**config.mk**
```make
export PLATFORM = sky130hd
export DESIGN_NAME = dmem_arbiter_ctrl
export DESIGN_NICKNAME = d
export VERILOG_FILES = /design/src/rtl/dmem_pkg.sv /design/src/rtl/dmem_lane_align.sv /design/src/rtl/dmem_arbiter_ctrl.sv
export SDC_FILE = /design/constraint.sdc
export NUM_CORES = 1
export LEC_CHECK = 0
export ABC_AREA = 1
export BUFFER_PORTS_ARGS = -buffer_cell sky130_fd_sc_hd__buf_2
export CAP_MARGIN = 20
export CORE_MARGIN = 2
export CORE_UTILIZATION = 25
export DETAILED_ROUTE_END_ITERATION = 8
export GPL_TIMING_DRIVEN = 1
export PLACE_DENSITY = 0.46
export SLEW_MARGIN = 20
export SYNTH_ARGS = -nofsm -noshare
export SYNTH_HDL_FRONTEND = slang
export SYNTH_SLANG_ARGS = --single-unit
```
**constraint.sdc**
```tcl
create_clock -name clk -period 6.2 [get_ports clk]
set_input_delay 0.62 -clock clk [delete_from_list [all_inputs] [get_ports clk]]
set_output_delay 0.62 -clock clk [all_outputs]
set_load 0.005 [all_outputs]
```
**src/rtl/dmem_pkg.sv**
```systemverilog
// Shared encodings for the data-memory arbiter/controller: access sizes, FSM states, port ids.
package dmem_pkg;

    localparam logic [1:0] SZ_B = 2'b00;
    localparam logic [1:0] SZ_H = 2'b01;
    localparam logic [1:0] SZ_W = 2'b10;

    localparam logic [2:0] S_IDLE = 3'd0;
    localparam logic [2:0] S_RD   = 3'd1;
    localparam logic [2:0] S_RDW  = 3'd2;
    localparam logic [2:0] S_WR   = 3'd3;
    localparam logic [2:0] S_ERR  = 3'd4;

    localparam logic PORT0 = 1'b0;
    localparam logic PORT1 = 1'b1;

    // Size 11 has no legal alignment, so it is reported as misaligned.
    function automatic logic misaligned(input logic [1:0] size, input logic [1:0] lo);
        case (size)
            SZ_B:    misaligned = 1'b0;
            SZ_H:    misaligned = lo[0];
            SZ_W:    misaligned = (lo != 2'b00);
            default: misaligned = 1'b1;
        endcase
    endfunction

endpackage

```
**src/rtl/dmem_lane_align.sv**
```systemverilog
// Lane handling for sub-word accesses: load extract/extend and store merge into a read word.
module dmem_lane_align
    import dmem_pkg::*;
(
    input  logic [1:0]  size,
    input  logic        uns,
    input  logic [1:0]  lane,
    input  logic [31:0] rd,
    input  logic [15:0] wdata,
    output logic [31:0] load_val,
    output logic [31:0] merged
);

    logic [7:0]  byte_sel;
    logic [15:0] half_sel;

    always_comb begin
        byte_sel = rd[{lane, 3'b000} +: 8];
        half_sel = lane[1] ? rd[31:16] : rd[15:0];

        case (size)
            SZ_B:    load_val = uns ? {24'h0, byte_sel} : {{24{byte_sel[7]}}, byte_sel};
            SZ_H:    load_val = uns ? {16'h0, half_sel} : {{16{half_sel[15]}}, half_sel};
            default: load_val = rd;
        endcase

        merged = rd;
        if (size == SZ_B) begin
            merged[{lane, 3'b000} +: 8] = wdata[7:0];
        end else if (size == SZ_H) begin
            if (lane[1]) merged[31:16] = wdata;
            else         merged[15:0]  = wdata;
        end
    end

endmodule

```
**src/rtl/dmem_arbiter_ctrl.sv**
```systemverilog
// Round-robin arbiter and load/store sequencer for a single-port word memory without byte enables.
module dmem_arbiter_ctrl
    import dmem_pkg::*;
#(
    parameter int unsigned MEM_WORDS = 256
) (
    input  logic        clk,
    input  logic        rst_n,
    input  logic        p0_req,
    input  logic        p0_we,
    input  logic [1:0]  p0_size,
    input  logic        p0_uns,
    input  logic [31:0] p0_addr,
    input  logic [31:0] p0_wdata,
    output logic        p0_gnt,
    output logic        p0_done,
    output logic        p0_err,
    output logic [31:0] p0_rdata,
    input  logic        p1_req,
    input  logic        p1_we,
    input  logic [1:0]  p1_size,
    input  logic        p1_uns,
    input  logic [31:0] p1_addr,
    input  logic [31:0] p1_wdata,
    output logic        p1_gnt,
    output logic        p1_done,
    output logic        p1_err,
    output logic [31:0] p1_rdata,
    output logic [31:0] mem_addr,
    output logic [31:0] mem_wd,
    output logic        mem_wen,
    output logic        mem_ren,
    input  logic [31:0] mem_rd
);

    logic [2:0]  state;
    logic        last;
    logic        port;
    logic        uns;
    logic        rmw;
    logic [1:0]  size;
    logic [31:0] addr;
    logic [31:0] data;

    logic        grant;
    logic        sel;
    logic        s_we;
    logic        s_uns;
    logic        s_bad;
    logic [1:0]  s_size;
    logic [31:0] s_addr;
    logic [31:0] s_wdata;

    logic [31:0] load_val;
    logic [31:0] merged;
    logic        done_any;
    logic [31:0] rdata_any;

    always_comb begin
        grant   = rst_n && (state == S_IDLE) && (p0_req || p1_req);
        // Contention goes to the port that was not granted last.
        sel     = (p0_req && p1_req) ? ~last : p1_req;
        s_we    = sel ? p1_we    : p0_we;
        s_size  = sel ? p1_size  : p0_size;
        s_uns   = sel ? p1_uns   : p0_uns;
        s_addr  = sel ? p1_addr  : p0_addr;
        s_wdata = sel ? p1_wdata : p0_wdata;
        s_bad   = misaligned(s_size, s_addr[1:0]) || ((s_addr >> 2) >= MEM_WORDS);
    end

    assign p0_gnt = grant && (sel == PORT0);
    assign p1_gnt = grant && (sel == PORT1);

    dmem_lane_align u_align (
        .size     (size),
        .uns      (uns),
        .lane     (addr[1:0]),
        .rd       (mem_rd),
        .wdata    (data[15:0]),
        .load_val (load_val),
        .merged   (merged)
    );

    always_ff @(posedge clk or negedge rst_n) begin
        if (!rst_n) begin
            state <= S_IDLE;
            last  <= PORT1;
            port  <= PORT0;
            uns   <= 1'b0;
            rmw   <= 1'b0;
            size  <= SZ_B;
            addr  <= '0;
            data  <= '0;
        end else begin
            case (state)
                S_IDLE: if (grant) begin
                    last  <= sel;
                    port  <= sel;
                    uns   <= s_uns;
                    size  <= s_size;
                    addr  <= s_addr;
                    data  <= s_wdata;
                    rmw   <= s_we && (s_size != SZ_W);
                    if (s_bad)                         state <= S_ERR;
                    else if (s_we && (s_size == SZ_W)) state <= S_WR;
                    else                               state <= S_RD;
                end
                S_RD:  state <= S_RDW;
                // The store data register is reused to hold the merged word for the write-back.
                S_RDW: if (rmw) begin
                    data  <= merged;
                    state <= S_WR;
                end else begin
                    state <= S_IDLE;
                end
                default: state <= S_IDLE;
            endcase
        end
    end

    always_comb begin
        mem_ren   = (state == S_RD);
        mem_wen   = (state == S_WR);
        mem_addr  = (mem_ren || mem_wen) ? {2'b00, addr[31:2]} : '0;
        mem_wd    = mem_wen ? data : '0;
        done_any  = ((state == S_RDW) && !rmw) || (state == S_WR) || (state == S_ERR);
        rdata_any = ((state == S_RDW) && !rmw) ? load_val : '0;

        p0_done  = done_any && (port == PORT0);
        p1_done  = done_any && (port == PORT1);
        p0_err   = (state == S_ERR) && (port == PORT0);
        p1_err   = (state == S_ERR) && (port == PORT1);
        p0_rdata = (port == PORT0) ? rdata_any : '0;
        p1_rdata = (port == PORT1) ? rdata_any : '0;
    end

endmodule

```
Word-level counts from Yosys, hierarchy flattened
Cells that the tools add are included.
{"block": "classes", "n_addsub": 1, "order_cmp": 1, "n_eq_ne": 11, "shift": 3, "n_mux": 29, "n_bitwise": 3, "reduce_logical": 26}
{"op": "$mux W32", "n": 12}
{"op": "$pmux W32 S2", "n": 2}
{"op": "$mux W16", "n": 3}
{"op": "$bwmux W32", "n": 1}
{"op": "$shift A8 B7 Y32 const A", "n": 1}
{"op": "$shiftx A32 B6 Y8", "n": 1}
{"op": "$shiftx A8 B7 Y32", "n": 1}
{"op": "$ge A30 B9 Y1 const B", "n": 1}
{"op": "$mux W30", "n": 1}
{"op": "$logic_and A1 B1 Y1", "n": 12}
{"op": "$pmux W3 S3", "n": 1}
{"op": "$neg A5 Y7", "n": 1}
{"op": "$eq A3 B2 Y1 const B", "n": 2}
{"op": "$mux W2", "n": 3}
{"op": "$mux W3", "n": 2}
{"op": "$ne A2 B2 Y1 const B", "n": 3}
{"op": "$logic_or A1 B1 Y1", "n": 5}
{"op": "$eq A2 B1 Y1 const B", "n": 2}
{"op": "$logic_not A2 Y1", "n": 2}
{"op": "$ne A4 B3 Y1 const B", "n": 1}
{"op": "$reduce_and A4 Y1", "n": 1}
{"op": "$reduce_bool A2 Y1", "n": 2}
{"op": "$eq A3 B1 Y1 const B", "n": 1}
{"op": "$eq A3 B3 Y1 const B", "n": 1}
{"op": "other kinds (8)", "n": 12}
{"block": "totals", "register_bits": 73, "output_inout_bits": 136}

Depth between registers and ports, before layout
{"block": "logic_depth", "depth_word": 9, "depth_mapped": 12}

Cells and area by module
Synthesis repeated with hierarchy kept, for this count alone.
{"block": "hier_totals", "hier_cells": 1211, "area_unflattened_um2": 7171.9}
{"mod": "dmem_arbiter_ctrl", "n_inst": 1, "cells_per_inst": 772, "area_per_inst_um2": 4953.5}
{"mod": "dmem_lane_align", "n_inst": 1, "cells_per_inst": 439, "area_per_inst_um2": 2218.4}

Worst setup path after synthesis
Ideal clock, no wire load.
{"block": "synth_path", "kind": "input port to output port", "start": "input mem_rd[23]", "end": "output p0_rdata[21]", "arrival_time_ns": 1.725, "required_ns": 5.580, "path_slack_ns": 3.855, "stages": 11, "path_cell_list": "inv_1 > a21oi_1 > o21ai_1 > nand2_1 > nand2_1 > o21ai_2 > or2_1 > buf_4 > buf_6 > nand3_1 > nor2_1"}
{"block": "synth_between", "elab_chain_len": 5}
{"element": "start: declaration", "line_no": "dmem_arbiter_ctrl.sv:33", "source": "input logic [31:0] mem_rd"}
{"element": "$shiftx A32 B6 Y8", "line_no": "dmem_lane_align.sv:18", "source": "byte_sel = rd[{lane, 3'b000} +: 8];"}
{"element": "$mux W32", "line_no": "dmem_lane_align.sv:22", "source": "SZ_B: load_val = uns ? {24'h0, byte_sel} : {{24{byte_sel[7]}}, byte_sel};"}
{"element": "$pmux W32 S2", "line_no": "dmem_lane_align.sv:21", "source": "case (size)"}
{"element": "$mux W32", "line_no": "dmem_arbiter_ctrl.sv:127", "source": "rdata_any = ((state == S_RDW) && !rmw) ? load_val : '0;"}
{"element": "$mux W32", "line_no": "dmem_arbiter_ctrl.sv:133", "source": "p0_rdata = (port == PORT0) ? rdata_any : '0;"}
{"element": "end: declaration", "line_no": "dmem_arbiter_ctrl.sv:18", "source": "output logic [31:0] p0_rdata,"}
No other way between the ends.

Worst setup path in the final report
{"block": "layout_path", "start": "register addr[0]", "end": "output p1_rdata[18]"}
{"block": "layout_between", "elab_chain_len": 5}
{"element": "start: declaration", "line_no": "dmem_arbiter_ctrl.sv:42", "source": "logic [31:0] addr;"}
{"element": "start signal: assignment", "line_no": "dmem_arbiter_ctrl.sv:101", "source": "addr <= s_addr;"}
{"element": "$shiftx A32 B6 Y8", "line_no": "dmem_lane_align.sv:18"}
{"element": "$mux W32", "line_no": "dmem_lane_align.sv:22"}
{"element": "$pmux W32 S2", "line_no": "dmem_lane_align.sv:21"}
{"element": "$mux W32", "line_no": "dmem_arbiter_ctrl.sv:127"}
{"element": "$mux W32", "line_no": "dmem_arbiter_ctrl.sv:134", "source": "p1_rdata = (port == PORT1) ? rdata_any : '0;"}
{"element": "end: declaration", "line_no": "dmem_arbiter_ctrl.sv:28", "source": "output logic [31:0] p1_rdata,"}
No other way between the ends.

==> Implementation_results.wiki <==
{| class="wikitable"
! Metric !! Value
|-
| Number of hold violations in the final report || 0
|-
| Clock tree from TritonCTS || yes
|-
| CTS sink count || 73
|-
| Post-route minimum period || around 3.9 ns
|-
| Worst Clk Skew || around 0.010 ns
|-
| Setup repair after global routing missed its margin || no
|-
| Crit-path leading delay family || simple AND/OR/NAND/NOR gates
|-
| Most Used Layer, Global Route || met2
|-
| Most common flop cell mapped by yosys || dfrtp_1
|-
| Clock latency reported for the late side of the worst-skew pair || roughly 0.34 ns
|-
| Root cell of the clock tree || clkbuf_16
|-
| Proportion of netlist area held by the largest area contributor || 0.2907
|-
| Die span in x || approximately 160 um
|-
| Number of nets in the finished design || around 1500
|-
| Post-route ant nets || 0
|-
| Leading cell types by total area after synthesis || dfrtp_1, nand2_1, nor2_1
|-
| Maximum net fanout on the critical path || 25
|-
| Fraction of met1 tracks used by global routing || 0.2662
|-
| Largest incremental delay on the critical path || around 0.87 ns
|-
| Count of maximum capacitance violations || 0
|-
| Area of the placeable core || approximately 0.024 sq mm
|-
| Netlist area before placement || around 0.0062 sq mm
|-
| Setup violations, final || 0
|-
| Share of the clock period used by the worst path after layout || 0.6266
|-
| Total negative slack for setup checks || 0 ns
|-
| Pin count of the biggest net entering global routing || 49
|-
| Cell-by-cell listing of the critical path || inv_2 -> a21oi_1 -> o21ai_1 -> nand2_1 -> nand2_1 -> o21ai_2 -> or2_1 -> nand3_1 -> nor2_1 -> buf_2
|-
| Synth-to-Final Area Change || 31.89%
|-
| Arrival time of data at the critical path endpoint || around 3.3 ns
|-
| Initial DRC Count || 463
|-
| Highest clock frequency the design can meet || 257.4 MHz
|-
| Clock input transition at the sequential cells of the worst setup and hold paths || 0.06 ns
|-
| Post-CTS Setup Inserts || 0
|-
| Fraction of final layout cells with drive strength greater than 1 || 0.2709
|-
| Half-perimeter wire length after placement || between 20000 and 25000 um
|-
| Portion of the post-synthesis area used by sequential elements || 0.2949
|-
| Warning count from the yosys run || 0
|-
| Post-placement setup slack || approximately 2.7 ns
|-
| Slew at the pin closest to its max-slew limit || about 0.99 ns
|-
| Worst-case vdd ir drop || 0.1502 mV
|-
| Gate count of the mapped netlist || approximately 1000
|-
| Number of flops mapped to enable cells by yosys || 0
|-
| Setup ws final || approximately 2.3 ns
|-
| Cell type with the highest aggregate area in the netlist || dfrtp_1
|-
| Power per cell area || about 210 mW/mm^2
|-
| Routed length per placed instance || ~17 um
|-
| CP bufs+invs || 2
|-
| DRC errors left || 0
|-
| Hold/Removal Path Class || in -> async
|-
| Unique masters post-synth || 39
|-
| Outcome || complete, no violations
|-
| Leakage power of the design || between 0.004 and 0.005 uW
|-
| Cell with the biggest individual delay on the critical path || dfrtp_1
|-
| Mean instance size in the synthesized netlist || about 6.1 sq um
|-
| Floorplan die area || around 0.026 sq mm
|-
| Vias in the first global route || approximately 7400
|-
| Global-route usage over all layers || 0.2095
|-
| Placer Congestion || between 0.8 and 0.9
|-
| WS Path Type || reg -> out
|-
| Drt via density || between 4 and 5
|-
| H-tree depth || 3
|-
| Cts-stage hold buffer count || 0
|-
| Vert. Die Dim || ~160 um
|-
| Total I/O pin count || about 300
|-
| Wire length of the first global-routing pass || roughly 42000 um
|-
| Number of iterations in the first detailed-routing pass || 5
|-
| Async set or reset register ratio after synthesis || 1.000
|-
| Register bit total from synthesis || 73
|-
| Capturing element type of the critical path || output pin
|-
| Core Rows || 57
|-
| Final count of pins violating max slew || 0
|-
| Critical path startpoint category || flop
|-
| Max_slew headroom || 0.3350
|-
| Routed via count || ~7600
|-
| Data required time of the worst path || 5.58 ns
|-
| CTS buffer count || 9
|-
| Maximum count of clock buffers along a single path || 2
|-
| Met3 track utilization from global routing || 0.04391
|-
| Total routed wirelength || roughly 28000 um
|-
| GRT met2 Usage || 0.3592
|-
| Number of gates given a new drive strength after cts || 0
|-
| Number of antenna violations at the first check in global routing || 6
|-
| Most numerous cell on the critical path || nand2_1
|-
| Grt total ovfl || 0
|-
| Initial Util || 0.2549
|-
| I/O Buffers || slightly above 300
|}
==> cells by family after synthesis <==
| group | synth area share |
|---|---|
| adders and majority gates | 0.01009 |
| other | 0.0006050 |
| muxes | 0.001615 |
| buffers and inverters | 0.1407 |
| and+or+nand+nor | 0.3002 |
| AOI/OAI and AO/OA | 0.2519 |
| DFF | 0.2949 |
==> per-layer routing <==
layer / wire length [um] / vias to the layer above
met5: 12 / -
met4: 554 / 2
met3: 2147 / 37
met2: 13410 / 319
met1: 11850 / 3445
li1: - / 3793
==> worst reg2reg max path, delay by kind of cell, from the launching register on <==
family	cells	cell delay, ns
flip-flops	1	0.55
AND/OR/NAND/NOR	8	1.66
buffers and inverters	2	0.57
AO/OA/AOI/OAI	1	0.14
==> report_power, final <==
part | internal [uW] | switching, uW | total, uW
registers | 564 | 82.4 | 646
logic | 178 | 355 | 533
clock network | 311 | 221 | 532
==> sequential cells by signal, indices dropped and copies added (netlist names) <==
register	count
addr	32
data	32
state	3
size	2
last	1
port	1
rmw	1
uns	1
==> worst paths after layout <==
check,start,end,slack (ns),cells after the start
hold / removal,rst_n,data[26],0.19,1
hold reg to reg,last,last,0.48,2
setup reg to reg,last,state[1],3.20,11
min in group clk,last,last,0.48,2
max in group asynchronous,rst_n,port,4.95,2
setup / recovery,addr[0],p1_rdata[18],2.32,10
==> cells in the final DEF, fill, tap and decap left out, types with 2 or more instances in the layout <==
cell,instances
conb_1,2
a41oi_1,4
o21bai_1,12
o21ai_0,124
clkinvlp_4,2
o211ai_1,3
buf_2,304
inv_1,142
nand3b_1,12
nor2_4,3
buf_4,5
a31oi_1,14
nand2_2,2
diode_2,5
ha_1,5
o21ai_2,4
clkinv_1,3
nor2_1,194
nor2_8,2
a22oi_1,10
nor3_1,4
o21ai_1,9
clkbuf_16,9
nand3_1,38
o221ai_1,4
inv_2,7
nand2_1,193
clkinv_2,3
a21oi_1,49
dfrtp_1,71
o22ai_1,31
a32oi_1,5
==> metrics by stage <==
step | hold WS, ns | utilization | std cells | area [sq um] | total power [uW]
2_1_floorplan | 0.3244 | - | 1022 | 6202 | 993.7
3_3_place_gp | 0.4646 | 0.3235 | 1589 | 7868 | 1185
3_5_place_dp | 0.4701 | 0.3235 | 1589 | 7868 | 1187
4_1_cts | 0.1994 | 0.3356 | 1605 | 8162 | 1726
5_1_grt | 0.2227 | 0.3361 | 1609 | 8173 | 1835
6_report | 0.1911 | 0.3362 | 1610 | 8175 | 1711
==> layout make-up <==
cell class	count	area, sq um
Antenna cell	5	12.51
Sequential cell	73	1829
Timing Repair Buffer	309	1559
Fill cell	2753	16140
Tap cell	324	405.4
Clock buffer	9	225.2
Clock inverter	7	68.82
Inverter	152	570.5
Multi-Input combinational cell	731	3505
==> synth_stat cells, types with 13 or more instances <==
master	instances
clkbuf_1	37
o21ai_0	124
nand2_1	194
nor2_1	194
dfrtp_1	72
buf_2	13
a31oi_1	14
a21oi_1	49
nand3_1	38
inv_1	143
o22ai_1	31
(Power assumes the default switching activity.)
